`src/rtl/conv11_feature_sender_if.sv`:
```
// Bus bundle between the feature sender, its feature-map RAM and the conv11 input stage.
// The master side issues RAM reads and drives the pixel stream; the slave side is RAM plus receiver.
interface conv11_feature_sender_if #(
  parameter int DATA_WIDTH = 8,
  parameter int ADDR_WIDTH = 12
);
  logic                  mem_rd_en;
  logic [ADDR_WIDTH-1:0] mem_addr;
  logic [DATA_WIDTH-1:0] mem_rd_data;
  logic                  input_valid;
  logic [DATA_WIDTH-1:0] data_out;
  logic                  data_last;
  logic                  input_ready;

  modport master (
    output mem_rd_en,
    output mem_addr,
    input  mem_rd_data,
    output input_valid,
    output data_out,
    output data_last,
    input  input_ready
  );

  modport slave (
    input  mem_rd_en,
    input  mem_addr,
    output mem_rd_data,
    input  input_valid,
    input  data_out,
    input  data_last,
    output input_ready
  );
endinterface

```
`src/rtl/conv11_feature_sender.sv`:
```
// Streams one feature map from a synchronous RAM to the conv11 input stage, one pixel per
// valid/ready transfer, using a 2-entry prefetch FIFO with credit-based read issue.
module conv11_feature_sender #(
  parameter int DATA_WIDTH = 8,
  parameter int ADDR_WIDTH = 12,
  parameter int IMG_W      = 8,
  parameter int IMG_H      = 8,
  parameter int CH         = 1
) (
  input  logic                  clk,
  input  logic                  rst,
  input  logic                  start,
  input  logic [ADDR_WIDTH-1:0] base_addr,
  output logic                  busy,
  output logic                  done,
  conv11_feature_sender_if.master bus
);

  localparam int TOTAL = IMG_W * IMG_H * CH;
  localparam int CNT_W = $clog2(TOTAL + 1);
  localparam logic [CNT_W-1:0] TOTAL_C = CNT_W'(TOTAL);
  localparam logic [CNT_W-1:0] LAST_C  = CNT_W'(TOTAL - 1);
  localparam logic [CNT_W-1:0] CNT_ONE = CNT_W'(1);

  typedef enum logic [1:0] {
    IDLE,
    RUN,
    FIN
  } state_t;

  state_t                state;
  logic [ADDR_WIDTH-1:0] base_q;
  logic [CNT_W-1:0]      issue_cnt;
  logic [CNT_W-1:0]      send_cnt;
  logic                  inflight;

  logic [DATA_WIDTH-1:0] fifo_mem [2];
  logic                  wr_ptr;
  logic                  rd_ptr;
  logic [1:0]            fifo_count;

  logic                  pop;
  logic                  push;
  logic                  rd_issue;
  logic [2:0]            credits_used;

  // Credits count buffered words plus the read still in the RAM pipeline; a pop in the
  // same cycle frees one, which keeps the stream bubble-free with ready held high.
  always_comb begin
    pop          = bus.input_valid && bus.input_ready;
    push         = inflight;
    credits_used = {1'b0, fifo_count} + {2'b00, inflight} - {2'b00, pop};
    rd_issue     = (state == RUN) && (issue_cnt < TOTAL_C) && (credits_used < 3'd2);
  end

  assign bus.mem_rd_en   = rd_issue;
  assign bus.mem_addr    = base_q + ADDR_WIDTH'(issue_cnt);
  assign bus.input_valid = (fifo_count != 2'd0);
  assign bus.data_out    = bus.input_valid ? fifo_mem[rd_ptr] : '0;
  assign bus.data_last   = bus.input_valid && (send_cnt == LAST_C);
  assign busy            = (state != IDLE);
  assign done            = (state == FIN);

  // NOTE: sequential state uses non-blocking assignments only, so every register samples
  // the pre-edge values regardless of statement order inside the block.
  always_ff @(posedge clk) begin
    if (rst) begin
      state      <= IDLE;
      base_q     <= '0;
      issue_cnt  <= '0;
      send_cnt   <= '0;
      inflight   <= 1'b0;
      wr_ptr     <= 1'b0;
      rd_ptr     <= 1'b0;
      fifo_count <= 2'd0;
    end else begin
      inflight   <= rd_issue;
      fifo_count <= fifo_count + {1'b0, push} - {1'b0, pop};
      if (push) wr_ptr <= ~wr_ptr;
      if (pop)  rd_ptr <= ~rd_ptr;
      if (rd_issue) issue_cnt <= issue_cnt + CNT_ONE;
      if (pop)      send_cnt  <= send_cnt + CNT_ONE;

      unique case (state)
        IDLE: begin
          if (start) begin
            base_q    <= base_addr;
            issue_cnt <= '0;
            send_cnt  <= '0;
            state     <= RUN;
          end
        end
        RUN: begin
          // Leave on the final transfer so done follows the last pixel by one cycle.
          if (pop && (send_cnt == LAST_C)) state <= FIN;
        end
        FIN:     state <= IDLE;
        default: state <= IDLE;
      endcase
    end
  end

  // NOTE: FIFO storage is deliberately not reset; data_out is masked while the FIFO is
  // empty, so stale contents are never visible.
  always_ff @(posedge clk) begin
    if (push) fifo_mem[wr_ptr] <= bus.mem_rd_data;
  end

endmodule

```
`src/flat_wrapper.sv`:
```
// flat-port wrapper written by rule: the top's interface ports become plain ports
module conv11_feature_sender_flat 
#(
  parameter int DATA_WIDTH = 8,
  parameter int ADDR_WIDTH = 12,
  parameter int IMG_W      = 8,
  parameter int IMG_H      = 8,
  parameter int CH         = 1
)
  (clk, rst, start, base_addr, busy, done, bus_mem_rd_en, bus_mem_addr, bus_mem_rd_data, bus_input_valid, bus_data_out, bus_data_last, bus_input_ready);
  conv11_feature_sender_if #(.DATA_WIDTH(DATA_WIDTH), .ADDR_WIDTH(ADDR_WIDTH)) bus_i ();
  input  logic clk;
  input  logic rst;
  input  logic start;
  input  logic [ADDR_WIDTH-1:0] base_addr;
  output logic busy;
  output logic done;
  output wire logic [$bits(bus_i.mem_rd_en)-1:0] bus_mem_rd_en;
  output wire logic [$bits(bus_i.mem_addr)-1:0] bus_mem_addr;
  input wire logic [$bits(bus_i.mem_rd_data)-1:0] bus_mem_rd_data;
  output wire logic [$bits(bus_i.input_valid)-1:0] bus_input_valid;
  output wire logic [$bits(bus_i.data_out)-1:0] bus_data_out;
  output wire logic [$bits(bus_i.data_last)-1:0] bus_data_last;
  input wire logic [$bits(bus_i.input_ready)-1:0] bus_input_ready;
  assign bus_mem_rd_en = bus_i.mem_rd_en;
  assign bus_mem_addr = bus_i.mem_addr;
  assign bus_i.mem_rd_data = bus_mem_rd_data;
  assign bus_input_valid = bus_i.input_valid;
  assign bus_data_out = bus_i.data_out;
  assign bus_data_last = bus_i.data_last;
  assign bus_i.input_ready = bus_input_ready;
  conv11_feature_sender #(.DATA_WIDTH(DATA_WIDTH), .ADDR_WIDTH(ADDR_WIDTH), .IMG_W(IMG_W), .IMG_H(IMG_H), .CH(CH)) u_core (.clk(clk), .rst(rst), .start(start), .base_addr(base_addr), .busy(busy), .done(done), .bus(bus_i));
endmodule
```
`config.mk`:
```
export PLATFORM = sky130hd
export DESIGN_NAME = conv11_feature_sender_flat
export DESIGN_NICKNAME = d
export VERILOG_FILES = /design/src/rtl/conv11_feature_sender_if.sv /design/src/rtl/conv11_feature_sender.sv /design/src/flat_wrapper.sv
export SDC_FILE = /design/constraint.sdc
export NUM_CORES = 1
export LEC_CHECK = 0
export BUFFER_PORTS_ARGS = -buffer_cell sky130_fd_sc_hd__buf_2
export CORE_MARGIN = 2
export CORE_UTILIZATION = 54
export DETAILED_ROUTE_END_ITERATION = 16
export HOLD_SLACK_MARGIN = 0.02
export PLACE_DENSITY = 0.81
export SYNTH_ARGS = -nofsm -noshare
export SYNTH_HDL_FRONTEND = slang
export SYNTH_SLANG_ARGS = --single-unit
```
`constraint.sdc`:
```
create_clock -name clk -period 3.62 [get_ports clk]
set_input_delay 0.724 -clock clk [delete_from_list [all_inputs] [get_ports clk]]
set_output_delay 0.724 -clock clk [all_outputs]
set_load 0.01 [all_outputs]
```
======== Yosys cells after proc, flatten, opt, wreduce, memory -nomap -nowiden ========
Memory sizes are Yosys's and may differ from the RTL's. A register that Yosys moved wholly into a read port is not among the register bits.
Index checks and enable logic that the tools add are counted.
storage, ports and cells
  register bits after elaboration ......... 33
  bits in latches ......................... 0
  bits in writable memories ............... 16
  bits in read-only memories .............. 0
  output and inout bits ................... 25
  memories kept ........................... 1
cells by class
  $add $sub $neg .......................... 7
  multipliers ............................. 0
  divide/modulo/power cells ............... 0
  order comparisons ....................... 2
  equal/unequal tests ..................... 5
  shift operators ......................... 0
  mux-type cells .......................... 14
  bitwise logic cells ..................... 2
  reductions and logical operators ........ 10
memory list
  memory           depth  width  rd ports  clocked after Yosys merged registers in  write ports  RTL line                     source
  u_core.fifo_mem  2      8      1         1                                        1            conv11_feature_sender.sv:37  logic [DATA_WIDTH-1:0] fifo_mem [2];
operators by type and width
  cell                   number
  $mux W7                6
  $add A7 B1 Y7 const B  2
  $add A12 B7 Y12        1
  $mux W8                1
  $eq A7 B6 Y1 const B   1
  $lt A7 B7 Y1 const B   1
  $logic_and A1 B1 Y1    5
  $mux W1                4
  $mux W2                2
  $ne A2 B2 Y1 const B   2
  $pmux W2 S2            1
  $reduce_and A2 Y1      2
  $reduce_bool A2 Y1     2
  $add A2 B1 Y3          1
  $lt A3 B2 Y1 const B   1
  $sub A3 B1 Y3          1
  $add A2 B1 Y2          1
  $eq A2 B1 Y1 const B   1
  $eq A2 B2 Y1 const B   1
  $logic_not A2 Y1       1
  $not A1 Y1             2
  $sub A2 B1 Y2          1

======== Longest topological paths before layout ========
  depth in word-level cells ............... 8
  depth in mapped cells ................... 10

======== Worst setup path after synthesis ========
OpenSTA, ideal clock, no wires.
  kind .................................... input to output
  start ................................... in bus_input_ready
  end ..................................... out bus_mem_rd_en
  arrival time ............................ 2.648 ns
  slack ................................... 0.248 ns
  stages .................................. 8
  cells stage by stage .................... o21ai_1 -> or2_2 -> nand2_1 -> ha_1 -> fa_1 -> or4b_4 -> buf_6 -> nor2_2
on the way
  cells in the longest elaborated chain, start to end .. 4
RTL lines
  item                              RTL line                     source
  from (decl)                       flat_wrapper.sv:24           input wire logic [$bits(bus_i.input_ready)-1:0] bus_input_ready;
  $logic_and A1 B1 Y1               conv11_feature_sender.sv:50  pop = bus.input_valid && bus.input_ready;
  $sub A3 B1 Y3                     conv11_feature_sender.sv:52  credits_used = {1'b0, fifo_count} + {2'b00, inflight} - {2'b00, pop};
  named net u_core.credits_used[1]  conv11_feature_sender.sv:45  logic [2:0] credits_used;
  $lt A3 B2 Y1                      conv11_feature_sender.sv:53  rd_issue = (state == RUN) && (issue_cnt < TOTAL_C) && (credits_used < 3'd2);
  $logic_and A1 B1 Y1               conv11_feature_sender.sv:53
  to (decl)                         flat_wrapper.sv:18           output wire logic [$bits(bus_i.mem_rd_en)-1:0] bus_mem_rd_en;
The timed path passes the listed nets, and every way through them passes these cells.

======== Final worst setup path ========
Ends and elaborated chain as after synthesis.

==> impl_metrics.json <==
{
  "outcome": "finished, final reports clean",
  "die_h_um": 69.1,
  "clkTransAtPathRegs_ns": 0.09,
  "fin_nets": 298,
  "synth_seq_area_share": 0.508,
  "fp-row-count": 23,
  "totalWireLength_mm": 4.29,
  "hold_violations": 0,
  "gp_congestion": 0.733,
  "grt_antenna_before_repair": 0,
  "startpoint": "bus_input_ready",
  "cp-end-kind": "output pin",
  "core_area_mm2": 0.00403,
  "path_buf_inv": 2,
  "cts-resized-gates": 0,
  "hold_end": "u_core.base_q[2]$_SDFFE_PP0P_",
  "holdWs_ns": 0.490,
  "cts.sinks": 50,
  "cp.arrival_ns": 2.69,
  "hold_start": "u_core.base_q[2]$_SDFFE_PP0P_",
  "vias": 1661,
  "die_w_um": 69.1,
  "synth_cells": 211,
  "p_total_uw": 1530,
  "io_buffers": 48,
  "synth_top_area_share": 0.298,
  "n_antenna_cell": 0,
  "vdd_drop_max_uv": 380,
  "synthArstFlopShare": 0,
  "maxCapViolCount": 0,
  "detail-route-antenna-nets": 0,
  "finalSetupViolCount": 0,
  "wl_per_cell_um": 13.7,
  "path_class": "in2out",
  "max_stage_delay_ns": 0.50,
  "fin_skew_ns": 0.00643,
  "hp-class": "reg2reg",
  "grt_pass1_vias": 1564,
  "powerDensity_mw_per_mm2": 570,
  "synthesis.area_mm2": 0.00229,
  "ys_warn_count": 0,
  "synth.net_count": 247,
  "yosysTopAreaCell": "dfxtp_1",
  "grt_use_total": 0.192,
  "relSlewSlack": 0.324,
  "grt-ovfl-total": 0,
  "synth-seq-cells": 50,
  "vias_per_cell": 5.31,
  "crit_fanout": 4,
  "final.min_clock_period_ns": 3.42,
  "initial_utilization": 0.568,
  "fmax_mhz": 293,
  "remaining_drc_errors": 0,
  "synth_edf_count": 16,
  "rsz0062_at_grt": "false",
  "clockRootBuffer": "clkbuf_8",
  "required_ns": 2.90,
  "drt-initial-drc-count": 88,
  "final.setup.tns_ns": 0,
  "die-area_mm2": 0.00477,
  "leakagePower_uw": 0.00118,
  "clock_latency_ns": 0.30,
  "slowest_stage": "or4b_4",
  "cts-buffers-inserted": 5,
  "maxSlewViolCount": 0,
  "cp_top_family": "simple AND/OR/NAND/NOR gates",
  "worstSetupStartpointType": "input pin",
  "ys_types": 36,
  "syn_area_per_cell_um2": 10.8,
  "crit_chain": "buf_2 > o21ai_1 > or2_2 > nand2_1 > ha_1 > fa_1 > or4b_4 > nor2_2 > buf_2",
  "cts_hold_buf": 0,
  "synthFlopType": "dfxtp_1",
  "r2r-start": "u_core.fifo_count[1]$_SDFF_PP0_",
  "r2r_cells": 10,
  "cp_common_cell": "buf_2",
  "cts_tree": "built",
  "stdcell_count": 313,
  "hold_depth": 1,
  "dp.cells": 305,
  "clk_path_buf_depth": 2,
  "drive_gt1_frac": 0.247,
  "synthTopCellsByArea": "dfxtp_1 (30%), edfxtp_1 (21%), ha_1 (5.5%)",
  "grt_max_degree": 17,
  "io_pins": 49,
  "area_growth_pct": 17.5,
  "grt_first_pass_wirelength_mm": 7.33,
  "r2r_slack_ns": 0.82,
  "r2r-end": "u_core.issue_cnt[4]$_SDFF_PP0_",
  "dp_hpwl_mm": 3.15,
  "tightest_slew_ns": 1.01,
  "post_cts_buffers": 0,
  "fin_crit_sh": 0.944,
  "dr.pass1.iters": 4,
  "htree_levels": 2
}
-- metrics by stage --
stage | utilization | instance area (um2) | worst slack, ns
after detailed placement | 0.639 | 2570 | 0.204
after global routing | 0.667 | 2690 | 0.0669
final | 0.667 | 2690 | 0.202
after floorplan | - | 2290 | 0.248
after CTS | 0.667 | 2690 | 0.193
after global placement | 0.639 | 2570 | 0.209
-- worst max path at each step --
stage                    endpoint  slack (ns)  cells past startpoint
floorplan           bus_mem_rd_en        0.25                      8
global placement    bus_mem_rd_en        0.21                      9
detailed placement  bus_mem_rd_en        0.20                      9
CTS                 bus_mem_rd_en        0.19                      9
global route        bus_mem_rd_en        0.07                      9
finish              bus_mem_rd_en        0.20                      9
-- where the power goes --
part           leakage (uW)  total (uW)  switching, uW  internal (uW)
registers          0.000422         689           53.1            636
logic              0.000696         442            253            189
clock network     0.0000585         399            192            207
total               0.00118        1530            498           1030
-- routing by layer --
metal,GRT usage,wire length (um),up-vias
met5,0,0,-
met4,0.0588,50,0
met3,0.0497,189,6
met2,0.308,2000,33
met1,0.255,2050,771
li1,-,-,851
-- kinds of logic after synthesis --
kind of cell | synth area share
AO/OA/AOI/OAI | 0.111
AND/OR/NAND/NOR | 0.158
buffers and inverters | 0.0246
flip-flops | 0.508
XOR/XNOR | 0.0914
adder cells (fa/ha/maj) | 0.0722
multiplexers | 0.0350
-- layout by cell type, fill, tap and decap left out, types with 6 or more instances in the layout --
master    count
buf_2        48
dfxtp_1      34
nor2_1       27
edfxtp_1     16
xnor2_1      14
a22o_1       12
nand2_1      11
ha_1         10
a21oi_1       8
xor2_1        8
mux2i_1       8
inv_1         6
nand3_1       6
-- Yosys cell counts, types with 2 or more instances --
master and n:
nor2_1 27, edfxtp_1 16, clkbuf_1 5, and2_1 2, xor2_1 8, a31oi_1 2
a211oi_1 3, dfxtp_1 34, nand3_1 6, nand2_1 11, a22o_1 12, nor2b_1 5
a21oi_1 8, o211ai_1 2, a21o_1 4, fa_1 2, and3_1 2, inv_1 6
mux2i_1 8, xnor2_1 14, nor4_4 2, nand4_1 3, nor3_1 5, o21ai_0 3
ha_1 10
-- state kept, by name, summed over array words and instances (netlist names), named ones only --
register	count
u_core.fifo_mem	16
u_core.base_q	12
u_core.issue_cnt	7
u_core.send_cnt	7
u_core.fifo_count	2
u_core.state	2
u_core.inflight	1
u_core.rd_ptr	1
u_core.wr_ptr	1
-- layout make-up --
| class | count | area [um2] |
|---|---|---|
| well taps | 50 | 62.6 |
| flip-flops and latches | 50 | 1160 |
| clock buffers | 5 | 68.8 |
| clock inverters | 3 | 43.8 |
| inverters | 7 | 26.3 |
| repair buffers | 50 | 255 |
| fillers | 330 | 1340 |
| multi-input cells | 148 | 1070 |
Power figures use the tool's default switching activity.
